`src/rtl/fp_pkg.sv`:
```
// Shared floating-point constants and the power unit's controller state encoding.
package fp_pkg;

    localparam logic [31:0] FP_ONE  = 32'h3F80_0000;
    localparam logic [31:0] FP_ZERO = 32'h0000_0000;

    typedef enum logic [1:0] {
        ST_IDLE,
        ST_MULA,
        ST_SQR,
        ST_FIN
    } state_t;

endpackage

```
`src/rtl/mult.sv`:
```
// Combinational IEEE-754 single multiplier, round-to-nearest-even.
// Subnormals flush to zero on input and output.
module mult (
    input  logic [31:0] a,
    input  logic [31:0] b,
    output logic [31:0] product,
    output logic        overflow,
    output logic        underflow,
    output logic        enable
);

    logic               sign;
    logic               a_nan, a_inf, a_zero, b_nan, b_inf, b_zero;
    logic [47:0]        p, norm;
    logic [23:0]        mant;
    logic               rnd, stk;
    logic [24:0]        mant_r;
    logic [22:0]        frac;
    logic signed [10:0] exp_pre, exp_r;

    assign sign   = a[31] ^ b[31];
    assign a_nan  = (&a[30:23]) & (|a[22:0]);
    assign a_inf  = (&a[30:23]) & ~(|a[22:0]);
    assign a_zero = ~(|a[30:23]);
    assign b_nan  = (&b[30:23]) & (|b[22:0]);
    assign b_inf  = (&b[30:23]) & ~(|b[22:0]);
    assign b_zero = ~(|b[30:23]);

    // Significand product lies in [2^46, 2^48); normalise so the leading one sits at bit 47.
    assign p       = {1'b1, a[22:0]} * {1'b1, b[22:0]};
    assign norm    = p[47] ? p : {p[46:0], 1'b0};
    assign exp_pre = $signed({3'b000, a[30:23]}) + $signed({3'b000, b[30:23]})
                     - 11'sd127 + $signed({10'd0, p[47]});
    assign mant    = norm[47:24];
    assign rnd     = norm[23];
    assign stk     = |norm[22:0];
    assign mant_r  = {1'b0, mant} + {24'd0, rnd & (stk | mant[0])};
    assign exp_r   = exp_pre + $signed({10'd0, mant_r[24]});
    assign frac    = mant_r[24] ? mant_r[23:1] : mant_r[22:0];

    always_comb begin
        product   = '0;
        overflow  = 1'b0;
        underflow = 1'b0;
        enable    = 1'b0;
        if (a_nan || b_nan || (a_inf && b_zero) || (b_inf && a_zero)) begin
            product = 32'h7FC0_0000;
        end else if (a_inf || b_inf) begin
            product = {sign, 8'hFF, 23'd0};
        end else if (a_zero || b_zero) begin
            product = {sign, 31'd0};
        end else begin
            enable = 1'b1;
            if (exp_r >= 11'sd255) begin
                product  = {sign, 8'hFF, 23'd0};
                overflow = 1'b1;
            end else if (exp_r <= 11'sd0) begin
                product   = {sign, 31'd0};
                underflow = 1'b1;
            end else begin
                product = {sign, exp_r[7:0], frac};
            end
        end
    end

endmodule

```
`src/rtl/fp_pow_int.sv`:
```
// Iterative X^N (N unsigned) by LSB-first square-and-multiply on one shared multiplier.
module fp_pow_int
    import fp_pkg::*;
#(
    parameter int unsigned NBITS = 8
) (
    input  logic             CLK,
    input  logic             RST,
    input  logic             start,
    input  logic [31:0]      X,
    input  logic [NBITS-1:0] N,
    output logic             busy,
    output logic             done,
    output logic [31:0]      result,
    output logic             overflow,
    output logic             underflow
);

    state_t           state;
    logic [31:0]      acc, base;
    logic [NBITS-1:0] e;
    logic [31:0]      op_a, op_b, prod;
    logic             p_ovf, p_unf;
    logic             unused_mult_enable;

    always_comb begin
        op_a = acc;
        op_b = acc;
        case (state)
            ST_MULA: begin op_a = acc;  op_b = base; end
            ST_SQR:  begin op_a = base; op_b = base; end
            default: begin op_a = acc;  op_b = acc;  end
        endcase
    end

    mult u_mult (
        .a         (op_a),
        .b         (op_b),
        .product   (prod),
        .overflow  (p_ovf),
        .underflow (p_unf),
        .enable    (unused_mult_enable)
    );

    // done/result are loaded on the edge entering FIN so they are valid during the FIN cycle.
    always_ff @(posedge CLK or negedge RST) begin
        if (!RST) begin
            state     <= ST_IDLE;
            acc       <= '0;
            base      <= '0;
            e         <= '0;
            busy      <= 1'b0;
            done      <= 1'b0;
            result    <= FP_ZERO;
            overflow  <= 1'b0;
            underflow <= 1'b0;
        end else begin
            done <= 1'b0;
            case (state)
                ST_IDLE: begin
                    if (start) begin
                        acc       <= FP_ONE;
                        base      <= X;
                        e         <= N;
                        overflow  <= 1'b0;
                        underflow <= 1'b0;
                        if (N == '0) begin
                            state  <= ST_FIN;
                            result <= FP_ONE;
                            done   <= 1'b1;
                        end else begin
                            state <= ST_MULA;
                            busy  <= 1'b1;
                        end
                    end
                end
                ST_MULA: begin
                    if (e[0]) begin
                        acc       <= prod;
                        overflow  <= overflow | p_ovf;
                        underflow <= underflow | p_unf;
                    end
                    if ((e >> 1) != '0) begin
                        state <= ST_SQR;
                    end else begin
                        state  <= ST_FIN;
                        busy   <= 1'b0;
                        done   <= 1'b1;
                        result <= e[0] ? prod : acc;
                    end
                end
                ST_SQR: begin
                    base      <= prod;
                    overflow  <= overflow | p_ovf;
                    underflow <= underflow | p_unf;
                    e         <= e >> 1;
                    state     <= ST_MULA;
                end
                ST_FIN: begin
                    state <= ST_IDLE;
                end
                default: begin
                    state <= ST_IDLE;
                end
            endcase
        end
    end

endmodule

```
`config.mk`:
```
export PLATFORM = sky130hd
export DESIGN_NAME = fp_pow_int
export DESIGN_NICKNAME = d
export VERILOG_FILES = /design/src/rtl/fp_pkg.sv /design/src/rtl/mult.sv /design/src/rtl/fp_pow_int.sv
export SDC_FILE = /design/constraint.sdc
export NUM_CORES = 2
export LEC_CHECK = 0
export CAP_MARGIN = 5
export CELL_PAD_IN_SITES_DETAIL_PLACEMENT = 0
export CELL_PAD_IN_SITES_GLOBAL_PLACEMENT = 1
export CORE_ASPECT_RATIO = 0.9
export CORE_UTILIZATION = 30
export CTS_CLUSTER_SIZE = 12
export DETAILED_ROUTE_END_ITERATION = 8
export PLACE_DENSITY = 0.64
export SLEW_MARGIN = 20
export SYNTH_ARGS = -nofsm -noshare
export SYNTH_HDL_FRONTEND = slang
export SYNTH_HIERARCHICAL = 1
export SYNTH_SLANG_ARGS = --single-unit
```
`constraint.sdc`:
```
create_clock -name CLK -period 12.55 [get_ports CLK]
set_input_delay 2.51 -clock CLK [delete_from_list [all_inputs] [get_ports CLK]]
set_output_delay 2.51 -clock CLK [all_outputs]
set_load 0.005 [all_outputs]
```
After elaboration in Yosys (flattened, before gate mapping)
Index checks and enable logic that the tools add are counted.

word-level totals
  logic and storage cells = 110
  output and inout bits = 36
  input bits = 43
  register bits = 110

operators by class
  add/sub/neg operators = 5
  muxes and demuxes = 46
  order comparisons = 2
  bitwise logic cells = 13
  multipliers = 1
  reductions and logical operators = 26
  equality and inequality tests = 8

operators by type and width
  operator                                                                           count
  32-bit two-way mux                                                                 9
  32-bit one-hot mux with 2 select lines                                             3
  31-bit two-way mux                                                                 4
  23-bit OR reduction                                                                3
  24-bit by 24-bit multiplier with 48-bit output                                     1
  48-bit two-way mux                                                                 1
  24-bit by 1-bit adder with 25-bit output                                           1
  23-bit two-way mux                                                                 1
  11-bit by 2-bit adder with 11-bit output                                           2
  1-bit two-way mux                                                                  19
  8-bit one-hot mux with 2 select lines                                              1
  8-bit AND reduction                                                                2
  8-bit OR reduction                                                                 2
  11-bit by 9-bit >= comparator with 1-bit output, second input constant             1
  11-bit by 1-bit less-or-equal comparator with 1-bit output, second input constant  1
  11-bit by 8-bit subtractor with 11-bit output, second input constant               1
  2-bit != test, second input constant                                               5
  8-bit by 8-bit adder with 9-bit output                                             1
  8-bit logical NOT                                                                  1
  8-bit two-way mux                                                                  1
  2-bit one-hot mux with 4 select lines                                              1
  4-bit AND reduction                                                                2
  8-bit nonzero test                                                                 1
  1-bit one-hot mux with 3 select lines                                              2
  16 further kinds                                                                   35

Longest topological paths before layout
  depth after elaboration = 19
  gate-level depth with buffers = 61
  gate-level depth less buffers = 49

By module
The synthesis kept the hierarchy.

by module, submodules not included
  module      cells an instance  seq. area each (µm²)  area each (µm²)  times used
  mult        2657               0.0                   22122.5          1
  fp_pow_int  560                2752.6                5771.8           1

Worst setup path after synthesis
No wires, ideal clock.

  kind = register -> register
  from = reg state[0]
  to = reg result[15]
  path buffers = 12
  arrival time = 13.012 ns
  stages on the path, launching flop included = 59
  clock period less this slack = 13.142 ns
  setup time = 0.130 ns
  required time = 12.420 ns
  setup slack = -0.592 ns
  cell sequence = dfrtp_1 -> inv_1 -> ha_1 -> clkbuf_1 -> clkbuf_1 -> mux2_2 -> clkbuf_1 -> clkbuf_1 -> nand2_1 -> fa_1 -> inv_1 -> fa_1 -> inv_1 -> fa_1 -> inv_1 -> fa_1 -> fa_1 -> fa_1 -> (+23 left out) -> clkbuf_1 -> xnor2_1 -> ha_1 -> o21bai_1 -> ha_1 -> nor2b_1 -> and3_1 -> clkbuf_1 -> nand2_1 -> xnor2_1 -> nor4_1 -> nand4_1 -> o211ai_2 -> buf_6 -> nor3_2 -> mux2_2 -> nand2_1 -> o21ai_0

on the way
  cells in the longest elaborated chain, start to end = 19
  elaborated cells between the ends (all ways) = 53
  those cells by class = add/sub (5); mul (1); order compare (2); eq/ne (5); mux (12); bitwise (10); reduce/logical (18)

ends and longest elaborated chain
  element                                                                    line              source
  start: declaration                                                         fp_pow_int.sv:19  state_t state;
  start signal: assignment                                                   fp_pow_int.sv:48  state <= ST_IDLE;
  start signal: assignment                                                   fp_pow_int.sv:68  state <= ST_FIN;
  start signal: assignment                                                   fp_pow_int.sv:72  state <= ST_MULA;
  2-bit by 1-bit == test with 1-bit output or 2-bit == test (tied branches)  fp_pow_int.sv:29  case (state)
  2-bit OR reduction (no source line) (*)                                    n/a
  32-bit two-way mux (*)                                                     fp_pow_int.sv:29
  named net op_b[12]                                                         fp_pow_int.sv:22  logic [31:0] op_a, op_b, prod;
  24-bit by 24-bit multiplier with 48-bit output                             mult.sv:30        assign p = {1'b1, a[22:0]} * {1'b1, b[22:0]};
  48-bit two-way mux                                                         mult.sv:31        assign norm = p[47] ? p : {p[46:0], 1'b0};
  23-bit OR reduction                                                        mult.sv:36        assign stk = |norm[22:0];
  1-bit OR                                                                   mult.sv:37        assign mant_r = {1'b0, mant} + {24'd0, rnd & (stk | mant[0])};
  (+5 left out)                                                              n/a
  31-bit two-way mux                                                         mult.sv:54        if (exp_r >= 11'sd255) begin
  31-bit two-way mux                                                         mult.sv:50        end else if (a_zero || b_zero) begin
  31-bit two-way mux                                                         mult.sv:48        end else if (a_inf || b_inf) begin
  32-bit two-way mux (*)                                                     mult.sv:46        if (a_nan || b_nan || (a_inf && b_zero) || (b_inf && a_zero)) begin
  named net prod[15]                                                         fp_pow_int.sv:22
  32-bit two-way mux (*)                                                     n/a
  32-bit two-way mux (*)                                                     fp_pow_int.sv:83  if ((e >> 1) != '0) begin
  32-bit one-hot mux with 2 select lines (*)                                 fp_pow_int.sv:59  case (state)
  end signal: assignment                                                     fp_pow_int.sv:89  result <= e[0] ? prod : acc;
  end: declaration                                                           fp_pow_int.sv:14  output logic [31:0] result,

Mark *: on every way through the listed nets, which the timed path passes. The rest lies on a longest branch. The select of a mux whose other input is x is not followed.
A chain may end at the register's enable or synchronous reset.

Final worst setup path
  from = reg state[0]
  to = reg result[27]

on the way
  elaborated cells between the ends (all ways) = 52
  those cells by class = add/sub (5); mul (1); order compare (2); eq/ne (5); mux (11); bitwise (10); reduce/logical (18)

RTL lines
  element                                         line
  2-bit == test (*)                               fp_pow_int.sv:29
  32-bit two-way mux (*)                          fp_pow_int.sv:29
  named net op_a[17]                              fp_pow_int.sv:22
  24-bit by 24-bit multiplier with 48-bit output  mult.sv:30
  48-bit two-way mux                              mult.sv:31
  23-bit OR reduction                             mult.sv:36
  1-bit OR                                        mult.sv:37
  1-bit bitwise AND                               mult.sv:37
  (+4 left out)                                   n/a
  31-bit two-way mux                              mult.sv:54
  31-bit two-way mux                              mult.sv:50
  31-bit two-way mux                              mult.sv:48
  32-bit two-way mux (*)                          mult.sv:46
  named net prod[27]                              fp_pow_int.sv:22
  32-bit two-way mux (*)                          n/a
  32-bit two-way mux (*)                          fp_pow_int.sv:83
  32-bit one-hot mux with 2 select lines (*)      fp_pow_int.sv:59

Marked as above.

==> flow_summary.toml <==
[timing]
min_period_ps = 12030
finClkSkew_ps = 15.60
tns_ps = 0
fmax_mhz = 83.10
min_period_over_period_pct = 95.89
worst_pin_slew_ps = 875.0
hold_violations = 0
slew_headroom_pct = 41.13
maxSlewViolCount = 0
setup_viol = 0
setup_slack_ps = 516.1

[worst_setup_path]
slowest_stage = "mux2_2"
critPathLaunchType = "register"
cp-end-kind = "register"
critical_path_class = "register to register"
critical_path_arrival_ps = 12280
worstPathRequired_ps = 12800
cpPeakStageDelay_ps = 570
crit_top_cell = "fa_1"
crit_fanout = 18

[clocking]
root_buffer = "clkbuf_16"
clock_latency_ps = 360
clockBufferDepth = 2
cts_made_buffers = 9
cts_max_level = 3
clk_pin_slew_ps = 80
tritoncts = "yes"
clock_sinks = 110

[route]
routed_via_density = 4.934
wl_met1_um = 42520
wl_per_cell_um = 20.56
dr_wl_met3_um = 5409
totalWireLength_um = 92290
wl_met2_um = 42150
drt_first_pass_iters = 5
drt_iter0_markers = 1338
vias = 22140
drc = 0
ant_nets = 0
highest_layer = "met4"

[synth]
syn_nets = 3938
synth.top_cells.by_area = "fa_1 35%, dfrtp_1 9.9%, ha_1 8.7%"
async_flop_share_pct = 100.0
ys_seq_area_share_pct = 9.868
syn-mean-instance-area_um2 = 8.671
synth-main-ff-cell = "dfrtp_1"
synth_top_area_cell = "fa_1"
ys_ff_latch = 110
synth-edff-count = 0
synth_cell_types = 100
synthCells = 3217
yosysWarnings = 6
yosysTopAreaCellShare_pct = 34.66
synth_area_um2 = 27890

[global_routing]
grt_antenna_before_repair = 1
first_global_vias = 22470
grt_use_total_pct = 19.71
grt_pass1_wl_um = 140900
grt_max_degree = 78
overflow = 0

[finish]
fillers = 9622
layout_common_cells = "608 x inv_1, 483 x fa_1, 445 x nand2_1"
drive_gt1_share_pct = 10.25
area_delta_synth_final_pct = 11.09
nets = 3974
antenna_cells = 0
final_common_cell = "inv_1"

[place]
io_buffers = 78
gp_congestion = 0.9353
place_hpwl_um = 76110
pre_cts_slack_ps = 84.69

[floorplanning]
rows = 105
start_util_pct = 30.46
core_um2 = 91570
dieArea_um2 = 94210
die_y_um = 291.3
io-pin-count = 79
die-width_um = 323.4

[run_status]
status = "finished, final reports clean"

[run]
cap_violations = 0

[min_path]
hp-class = "register to register"
## flip-flops by register name, summed over array words and instances (netlist names)
signal     cells
acc           32
base          32
result        32
e              8
state          2
busy           1
done           1
overflow       1
underflow      1
## metrics by stage
| step | area (um^2) | hold slack [ps] | cells | util [%] |
|---|---|---|---|---|
| detailed placement | 30390 | 489.4 | 4464 | 33.19 |
| global route | 30990 | 537.2 | 4488 | 33.84 |
| finish | 30990 | 507.1 | 4488 | 33.84 |
| floorplan | 27920 | 460.4 | 3217 | - |
| global placement | 30390 | 481.8 | 4464 | 33.19 |
| CTS | 30690 | 509.3 | 4480 | 33.52 |
## critical path: cells and delay by family (launching register included)
family / cells / cell delay (ps)
multiplexers: 3 / 1180
buffers and inverters: 6 / 510
AND/OR/NAND/NOR: 13 / 2360
XOR/XNOR: 3 / 640
adder cells (fa/ha/maj): 12 / 4760
flip-flops: 1 / 440
AO/OA/AOI/OAI: 9 / 2010
## final cells by class
| class | count | area [um^2] | share of cell area (%) |
|---|---|---|---|
| Inverter | 614 | 2320 | 7.486 |
| Timing Repair Buffer | 196 | 1763 | 5.689 |
| Clock buffer | 11 | 252.7 | 0.8156 |
| Tap cell | 1230 | 1539 | 4.967 |
| Sequential cell | 110 | 2755 | 8.891 |
| Multi-Input combinational cell | 2322 | 22320 | 72.01 |
| Clock inverter | 5 | 42.54 | 0.1373 |
## cells in the mapped netlist, types with 5 or more instances
cell	count
inv_1	611
fa_1	483
nand2_1	446
and2_1	254
ha_1	195
o21ai_0	162
clkbuf_1	142
dfrtp_1	110
nor2_1	109
mux2_2	92
a21oi_1	76
mux2i_1	51
xnor2_1	42
nand4_1	36
nor3_1	31
nor4_1	27
nor3_2	23
nand3_1	22
xor2_1	19
a31oi_1	16
buf_2	14
o211ai_1	13
and3_1	12
a21o_1	11
nor2b_1	11
o21ai_1	11
o21a_1	10
o21bai_1	10
a221oi_1	8
buf_1	8
or3_1	8
or4_1	8
a211oi_1	7
o31ai_1	7
nand2b_1	6
a21boi_0	5
a2bb2oi_1	5
buf_6	5
mux2_4	5
## path summary, 6_finish.rpt
check                      depth (start not counted)    endpoint  startpoint  slack [ps]
max                                               46  result[27]    state[0]         520
min                                                2     base[1]     base[1]         510
max reg2reg                                       46  result[27]    state[0]         520
min reg2reg                                        2     base[1]     base[1]         510
max in group asynchronous                          3     base[6]         RST        9430
min in group asynchronous                          1  result[29]         RST        2100
## cells by family after synthesis
family,synth area share [%]
muxes,5.854
buffers and inverters,10.81
AOI/OAI and AO/OA,9.500
DFF,9.868
and+or+nand+nor,18.46
adders and majority gates,43.41
xor gates and xnor gates,2.090
## routing by layer
metal  track usage (%)  vias to the layer above
li1                  -                    10180
met1             28.90                    11330
met2             30.98                      556
met3             2.449                       80
met4             3.757                        0
met5                 0                        -
## timing repair
action	in CTS	in global routing
endpoints found under the hold margin	0	0
hold buffers	0	0
resized for setup	0	46
endpoints found under the setup margin	0	94
buffers inserted	0	6
Power is left out: the tool's default activity adds up to more than one toggle a clock period on the data nets, which glitch-free logic cannot reach.
